[config.mk]
export PLATFORM = sky130hd
export DESIGN_NAME = initial_shift_sequencer
export DESIGN_NICKNAME = d
export VERILOG_FILES = /design/src/rtl/shift_seq_pkg.sv /design/src/rtl/shift_seq_watchdog.sv /design/src/rtl/initial_shift_sequencer.sv
export SDC_FILE = /design/constraint.sdc
export NUM_CORES = 1
export LEC_CHECK = 0
export BUFFER_PORTS_ARGS = -buffer_cell sky130_fd_sc_hd__buf_4
export CORE_AREA = 5 5 132 134
export CTS_BUF_LIST = sky130_fd_sc_hd__clkbuf_4 sky130_fd_sc_hd__clkbuf_8
export CTS_CLUSTER_SIZE = 24
export DETAILED_ROUTE_END_ITERATION = 10
export DIE_AREA = 0 0 137 139
export HOLD_SLACK_MARGIN = 0.08
export PLACE_DENSITY = 0.89
export SETUP_SLACK_MARGIN = 0.4
export SLEW_MARGIN = 20
export SYNTH_ARGS = -nofsm -noshare
export SYNTH_HDL_FRONTEND = slang
export SYNTH_SLANG_ARGS = --single-unit
[constraint.sdc]
create_clock -name clk -period 2.27 [get_ports clk]
set_clock_uncertainty 0.15 [all_clocks]
set_input_delay 0.5675 -clock clk [delete_from_list [all_inputs] [get_ports clk]]
set_output_delay 0.5675 -clock clk [all_outputs]
set_load 0.005 [all_outputs]
[src/rtl/shift_seq_pkg.sv]
// Shared constants and state encoding for the initial shift sequencer.
package shift_seq_pkg;

  localparam int unsigned LAST_WORD       = 552;
  localparam int unsigned MID_WORD        = 551;
  localparam int unsigned TAIL_BITS       = 5;
  localparam int unsigned ACC_SHIFT_IDX_W = 5;
  localparam int unsigned SHIFT_W         = 16;

  typedef logic [2:0] state_t;

  localparam state_t StIdle  = 3'd0;
  localparam state_t StRd0   = 3'd1;
  localparam state_t StRd1   = 3'd2;
  localparam state_t StRd2   = 3'd3;
  localparam state_t StLast  = 3'd4;
  localparam state_t StStart = 3'd5;
  localparam state_t StWait  = 3'd6;
  localparam state_t StWrite = 3'd7;

endpackage

[src/rtl/shift_seq_watchdog.sv]
// Cycle counter for the WAIT state; expired is high on the last allowed cycle.
module shift_seq_watchdog #(
  parameter int unsigned LIMIT = 16
) (
  input  logic clk,
  input  logic rst,
  input  logic clear,
  input  logic count_en,
  output logic expired
);

  localparam int unsigned CntW = $clog2(LIMIT + 1);

  logic [CntW-1:0] cnt_q;

  always_ff @(posedge clk) begin
    if (rst || clear) begin
      cnt_q <= '0;
    end else if (count_en) begin
      cnt_q <= cnt_q + 1'b1;
    end
  end

  assign expired = count_en && (cnt_q == CntW'(LIMIT - 1));

endmodule

[src/rtl/initial_shift_sequencer.sv]
// Fetches normal words 0/551/552 and one accumulator word, runs the initial shift
// processor, and writes its result back. Optional watchdog: INITIAL_SHIFT_SEQ_TIMEOUT_EN.
module initial_shift_sequencer
  import shift_seq_pkg::*;
#(
  parameter int unsigned WORD_WIDTH     = 32,
  parameter int unsigned ADDR_WIDTH     = 10,
  parameter int unsigned TIMEOUT_CYCLES = 16
) (
  input  logic                       clk,
  input  logic                       rst,
  input  logic                       cmd_valid,
  output logic                       cmd_ready,
  input  logic [SHIFT_W-1:0]         cmd_shift,
  input  logic [ACC_SHIFT_IDX_W-1:0] cmd_shift_idx,
  input  logic [ADDR_WIDTH-1:0]      cmd_acc_addr,
  output logic                       nrm_rd_en,
  output logic [ADDR_WIDTH-1:0]      nrm_rd_addr,
  input  logic [WORD_WIDTH-1:0]      nrm_rd_data,
  output logic                       acc_rd_en,
  output logic [ADDR_WIDTH-1:0]      acc_rd_addr,
  input  logic [WORD_WIDTH-1:0]      acc_rd_data,
  output logic                       acc_wr_en,
  output logic [ADDR_WIDTH-1:0]      acc_wr_addr,
  output logic [WORD_WIDTH-1:0]      acc_wr_data,
  output logic [WORD_WIDTH-1:0]      normal_word_zero,
  output logic [WORD_WIDTH-1:0]      normal_word_551,
  output logic [WORD_WIDTH-1:0]      normal_word_552,
  output logic [WORD_WIDTH-1:0]      acc_word_i,
  output logic [SHIFT_W-1:0]         shift,
  output logic [ACC_SHIFT_IDX_W-1:0] acc_shift_idx,
  output logic                       start_process,
  input  logic [WORD_WIDTH-1:0]      result,
  input  logic                       processing_done,
  output logic                       busy,
  output logic                       done,
  output logic                       err
);

  state_t                     state_q, state_d;
  logic [SHIFT_W-1:0]         shift_q;
  logic [ACC_SHIFT_IDX_W-1:0] idx_q;
  logic [ADDR_WIDTH-1:0]      addr_q;
  logic [ADDR_WIDTH-1:0]      nrm_addr_q;
  logic [WORD_WIDTH-1:0]      nw0_q, nw551_q, nw552_q, acc_q, result_q;
  logic                       addr_bad;
  logic                       accept;
  logic                       reject;
  logic                       wd_expired;
  logic                       err_to_q;

  assign addr_bad = 32'(cmd_acc_addr) > LAST_WORD;

`ifdef INITIAL_SHIFT_SEQ_TIMEOUT_EN
  shift_seq_watchdog #(
    .LIMIT(TIMEOUT_CYCLES)
  ) u_watchdog (
    .clk     (clk),
    .rst     (rst),
    .clear   (state_q != StWait),
    .count_en(state_q == StWait),
    .expired (wd_expired)
  );

  // Registered so the abort pulse lands in the first IDLE cycle.
  always_ff @(posedge clk) begin
    if (rst) begin
      err_to_q <= 1'b0;
    end else begin
      err_to_q <= (state_q == StWait) && !processing_done && wd_expired;
    end
  end
`else
  assign wd_expired = 1'b0;
  assign err_to_q   = 1'b0;
`endif

  always_comb begin
    state_d = state_q;
    accept  = 1'b0;
    reject  = 1'b0;
    unique case (state_q)
      StIdle: begin
        if (cmd_valid) begin
          if (addr_bad) begin
            reject = 1'b1;
          end else begin
            accept  = 1'b1;
            state_d = StRd0;
          end
        end
      end
      StRd0:   state_d = StRd1;
      StRd1:   state_d = StRd2;
      StRd2:   state_d = StLast;
      StLast:  state_d = StStart;
      StStart: state_d = StWait;
      StWait: begin
        if (processing_done) begin
          state_d = StWrite;
        end else if (wd_expired) begin
          state_d = StIdle;
        end
      end
      StWrite: state_d = StIdle;
      default: state_d = StIdle;
    endcase
  end

  always_ff @(posedge clk) begin
    if (rst) begin
      state_q    <= StIdle;
      shift_q    <= '0;
      idx_q      <= '0;
      addr_q     <= '0;
      nrm_addr_q <= '0;
      nw0_q      <= '0;
      nw551_q    <= '0;
      nw552_q    <= '0;
      acc_q      <= '0;
      result_q   <= '0;
    end else begin
      state_q <= state_d;
      if (accept) begin
        shift_q    <= cmd_shift;
        idx_q      <= cmd_shift_idx;
        addr_q     <= cmd_acc_addr;
        nrm_addr_q <= '0;
      end
      // Read data arrives one cycle after its address, so each capture trails its read.
      if (state_q == StRd0) begin
        nrm_addr_q <= ADDR_WIDTH'(MID_WORD);
      end
      if (state_q == StRd1) begin
        nrm_addr_q <= ADDR_WIDTH'(LAST_WORD);
        nw0_q      <= nrm_rd_data;
        acc_q      <= acc_rd_data;
      end
      if (state_q == StRd2) begin
        nw551_q <= nrm_rd_data;
      end
      if (state_q == StLast) begin
        nw552_q <= nrm_rd_data;
      end
      if (state_q == StWait && processing_done) begin
        result_q <= result;
      end
    end
  end

  assign cmd_ready        = (state_q == StIdle);
  assign busy             = (state_q != StIdle);
  assign nrm_rd_en        = (state_q == StRd0) || (state_q == StRd1) || (state_q == StRd2);
  assign nrm_rd_addr      = nrm_addr_q;
  assign acc_rd_en        = (state_q == StRd0);
  assign acc_rd_addr      = addr_q;
  assign acc_wr_en        = (state_q == StWrite);
  assign acc_wr_addr      = addr_q;
  assign acc_wr_data      = result_q;
  assign done             = (state_q == StWrite);
  assign start_process    = (state_q == StStart);
  assign err              = !rst && (reject || err_to_q);
  assign normal_word_zero = nw0_q;
  assign normal_word_551  = nw551_q;
  assign normal_word_552  = nw552_q;
  assign acc_word_i       = acc_q;
  assign shift            = shift_q;
  assign acc_shift_idx    = idx_q;

endmodule

==> results by group <==
Power and ir drop
  • Leak: 4.51 nW
  • Sequential power share: 52.7%
  • Switching part of the total: 25.9%
  • Cell Int Power: 5.15 mW
  • Combinational Power Share: 15.2%
  • Clock power share: 32.1%
  • Pwr dens: 655 mW/mm2
  • Peak VDD IR: 433 uV
  • Sw Pwr: 1.80 mW

Synthesis
  • Async set or reset register ratio after synthesis: 0%
  • Prevailing post-synth register cell: dfxtp_1
  • Top cell type's share of synthesized area: 55.0%
  • Yosys top cell by area: dfxtp_1
  • Count leader, synth: nand2_1
  • FF+latch count, synth: 197
  • Yosys warns: 0
  • Synth cell types: 31
  • Ranking of synthesized cells by area: dfxtp_1 55%, nand2_1 20%, a21oi_1 11%
  • Number of synthesized flops with an enable pin: 0
  • Post-Synthesis Cell Area: 0.00717 mm2
  • Post-synth top cells: 388 x nand2_1, 197 x dfxtp_1, 162 x a21oi_1
  • Mapped Cells: 897
  • Mean Syn Cell Area: 8.00 um2
  • Seq/Total Area, Yosys: 55.0%

Floorplan
  • Initial Utilization: 44.4%
  • DIE WIDTH: 137 um
  • Number of I/O pins: 350
  • Chip Height: 139 um
  • Site row count: 47
  • Core area: 0.0162 mm2
  • Die area: 0.0190 mm2

STA
  • Final min period: 2.13 ns
  • Unrepaired setup endpoints after global routing: yes
  • Slew @ Worst Pin: 0.560 ns
  • Fin Hold WS: 0.210 ns
  • Final Setup Violations: 0
  • Final Worst Setup Slack: 0.139 ns
  • Final count of pins violating max slew: 0
  • Relative slew slack: 62.6%
  • Setup tns final: 0 ns
  • Maximum clock frequency: 469 MHz
  • Final Hold Vio Count: 0
  • Final worst-path cycle share: 93.9%

GRT
  • Global-route congestion overflow total: 0
  • First-pass GRT wire length: 35600 um
  • Largest net degree at the start of global routing: 117
  • Initial antenna violation count: 0
  • Vias in the first global route: 6850
  • Gr usage total: 23.6%

Setup path
  • Worst EP arrival: 1.41 ns
  • Max FO, Critical Path: 4
  • CP Data Required Time: 1.55 ns
  • Worst-case register-to-register setup slack: 0.29 ns
  • Worst Setup Start Kind: flip-flop
  • RR Endpoint: acc_rd_addr[8]$_SDFFE_PP0P_
  • Critical Path Sink Type: output port
  • Launch point of the worst reg-to-reg path: state_q[1]$_SDFFE_PP0P_
  • R2R depth: 8
  • Worst setup path class: reg2out

Clock network
  • # H-tree levels: 4
  • Clock sink count: 197
  • CTS tree: done
  • TritonCTS buffer count: 17
  • Reg clk slew, reported paths: 0.10 ns
  • Latest clock arrival within the worst-skew pair: 0.43 ns
  • Clock buffer depth: 2
  • Hold_buf cts: 0
  • Clock root buffer: clkbuf_8

Place
  • Port bufs: 345
  • Pre-CTS setup slack: 0.129 ns
  • Post-DP HPWL: 17200 um
  • Gp weighted congestion: 0.858

Status
  • Status: complete, no violations

Hold path
  • Hold crit path type: in2reg
  • Worst Hold End: acc_wr_data[17]$_SDFFE_PP0P_
  • Min-delay src: result[17]
  • Worst hold path depth: 3

Cells and area
  • Layout cell share with drive strength beyond 1: 36.3%
  • Layout Utilization: 65.7%
  • P&R area growth vs syn: 48.0%
  • # fillers: 1312
  • ANT cells: 0
  • Nets@finish: 1355

Route
  • DRT iter0 DRCs: 367
  • DRT antenna net count: 0
  • Total Wirelength: 24300 um
  • Vias per std cell: 4.96
  • DRT Pass-1 Iters: 5
  • Via count: 7224
  • Routed len/inst: 16.7 um
  • DRC violations left: 0

Job
  • Number of max-cap violations: 0
==> metrics by stage <==
step	area (um2)	power [mW]	std cells
5_1_grt	10600	7.27	1455
4_1_cts	10400	6.93	1449
3_5_place_dp	9870	4.69	1408
3_3_place_gp	9870	4.66	1408
2_1_floorplan	7190	4.14	900
6_report	10600	6.96	1455
==> worst max-delay path, cell delays in order (launching register included) <==
cell and delay (ns):
dfxtp_4 0.37, nor3_4 0.23, nand2_4 0.10, nor3_4 0.14
buf_4 0.15
==> logic make-up (layout without fill, tap and decap cells) <==
logic type	count (synthesis)	after routing	share of synthesized area, %
muxes	30	30	4.19
and+or+nand+nor	413	413	22.3
buffers and inverters	85	420	6.12
AOI/OAI and AO/OA	171	171	12.3
DFF	197	197	55.0
other	1	4	0.0523
==> power by group through the flow <==
stage	clock [mW]	combinational [mW]	sequential, mW
6_report	2.23	1.06	3.67
5_1_grt	2.45	1.14	3.68
4_1_cts	2.27	0.998	3.67
3_5_place_dp	0	0.945	3.75
3_3_place_gp	0	0.922	3.74
2_1_floorplan	0	0.400	3.74
==> worst max path at each step <==
stage	end	depth (start not counted)	from
3_5_place_dp	acc_shift_idx[0]$_SDFFE_PP0P_	7	cmd_acc_addr[0]
2_1_floorplan	err	4	cmd_acc_addr[3]
5_1_grt	err	4	state_q[1]$_SDFFE_PP0P_
4_1_cts	acc_rd_en	3	state_q[1]$_SDFFE_PP0P_
3_3_place_gp	err	6	cmd_acc_addr[4]
6_report	err	4	state_q[1]$_SDFFE_PP0P_
==> sequential cells by signal, indices dropped and copies added (netlist names) <==
signal	count
acc_rd_addr	10
normal_word_552	32
shift	16
nrm_rd_addr	3
state_q	3
normal_word_551	32
acc_word_i	32
acc_wr_data	32
acc_shift_idx	5
normal_word_zero	32
==> routing by layer <==
layer | track usage (%) | wire (um) | vias up
met5 | 0 | 0 | -
met4 | 8.82 | 804 | 0
met3 | 9.00 | 2260 | 57
met2 | 40.9 | 12200 | 306
met1 | 25.9 | 9070 | 3358
li1 | - | - | 3503
==> layout make-up <==
type	count	area [um2]	share of cell area (%)
sequential	197	3960	37.2
timing repair buffer	387	3060	28.8
multi-input combinational	618	2930	27.6
tap	220	275	2.59
clock buffer	19	255	2.40
clock inverter	11	128	1.20
inverter	3	15.0	0.141
==> cell usage in the layout (no fill, tap or decap), types with 2 or more instances in the layout <==
master and instances:
buf_4 367, nand2_1 385, nor3_4 3, clkinv_4 3
clkinv_2 3, mux2i_2 3, conb_1 4, inv_6 3
dfxtp_1 194, buf_12 3, bufinv_16 2, nor2_1 5
clkbuf_8 18, nand2_2 2, nor3_1 2, inv_2 2
buf_8 3, mux2i_1 27, a21oi_1 162, dfxtp_4 3
buf_6 11, nor2_4 4, clkbuf_16 3, nand2b_1 2
==> repair_timing <==
item / in CTS / in global routing
buffers inserted: 11 / 2
pin swaps: 4 / 4
gates resized for setup: 24 / 26
gates cloned: 0 / 4
setup endpoints to repair: 8 / 106
(Power assumes the default switching activity.)
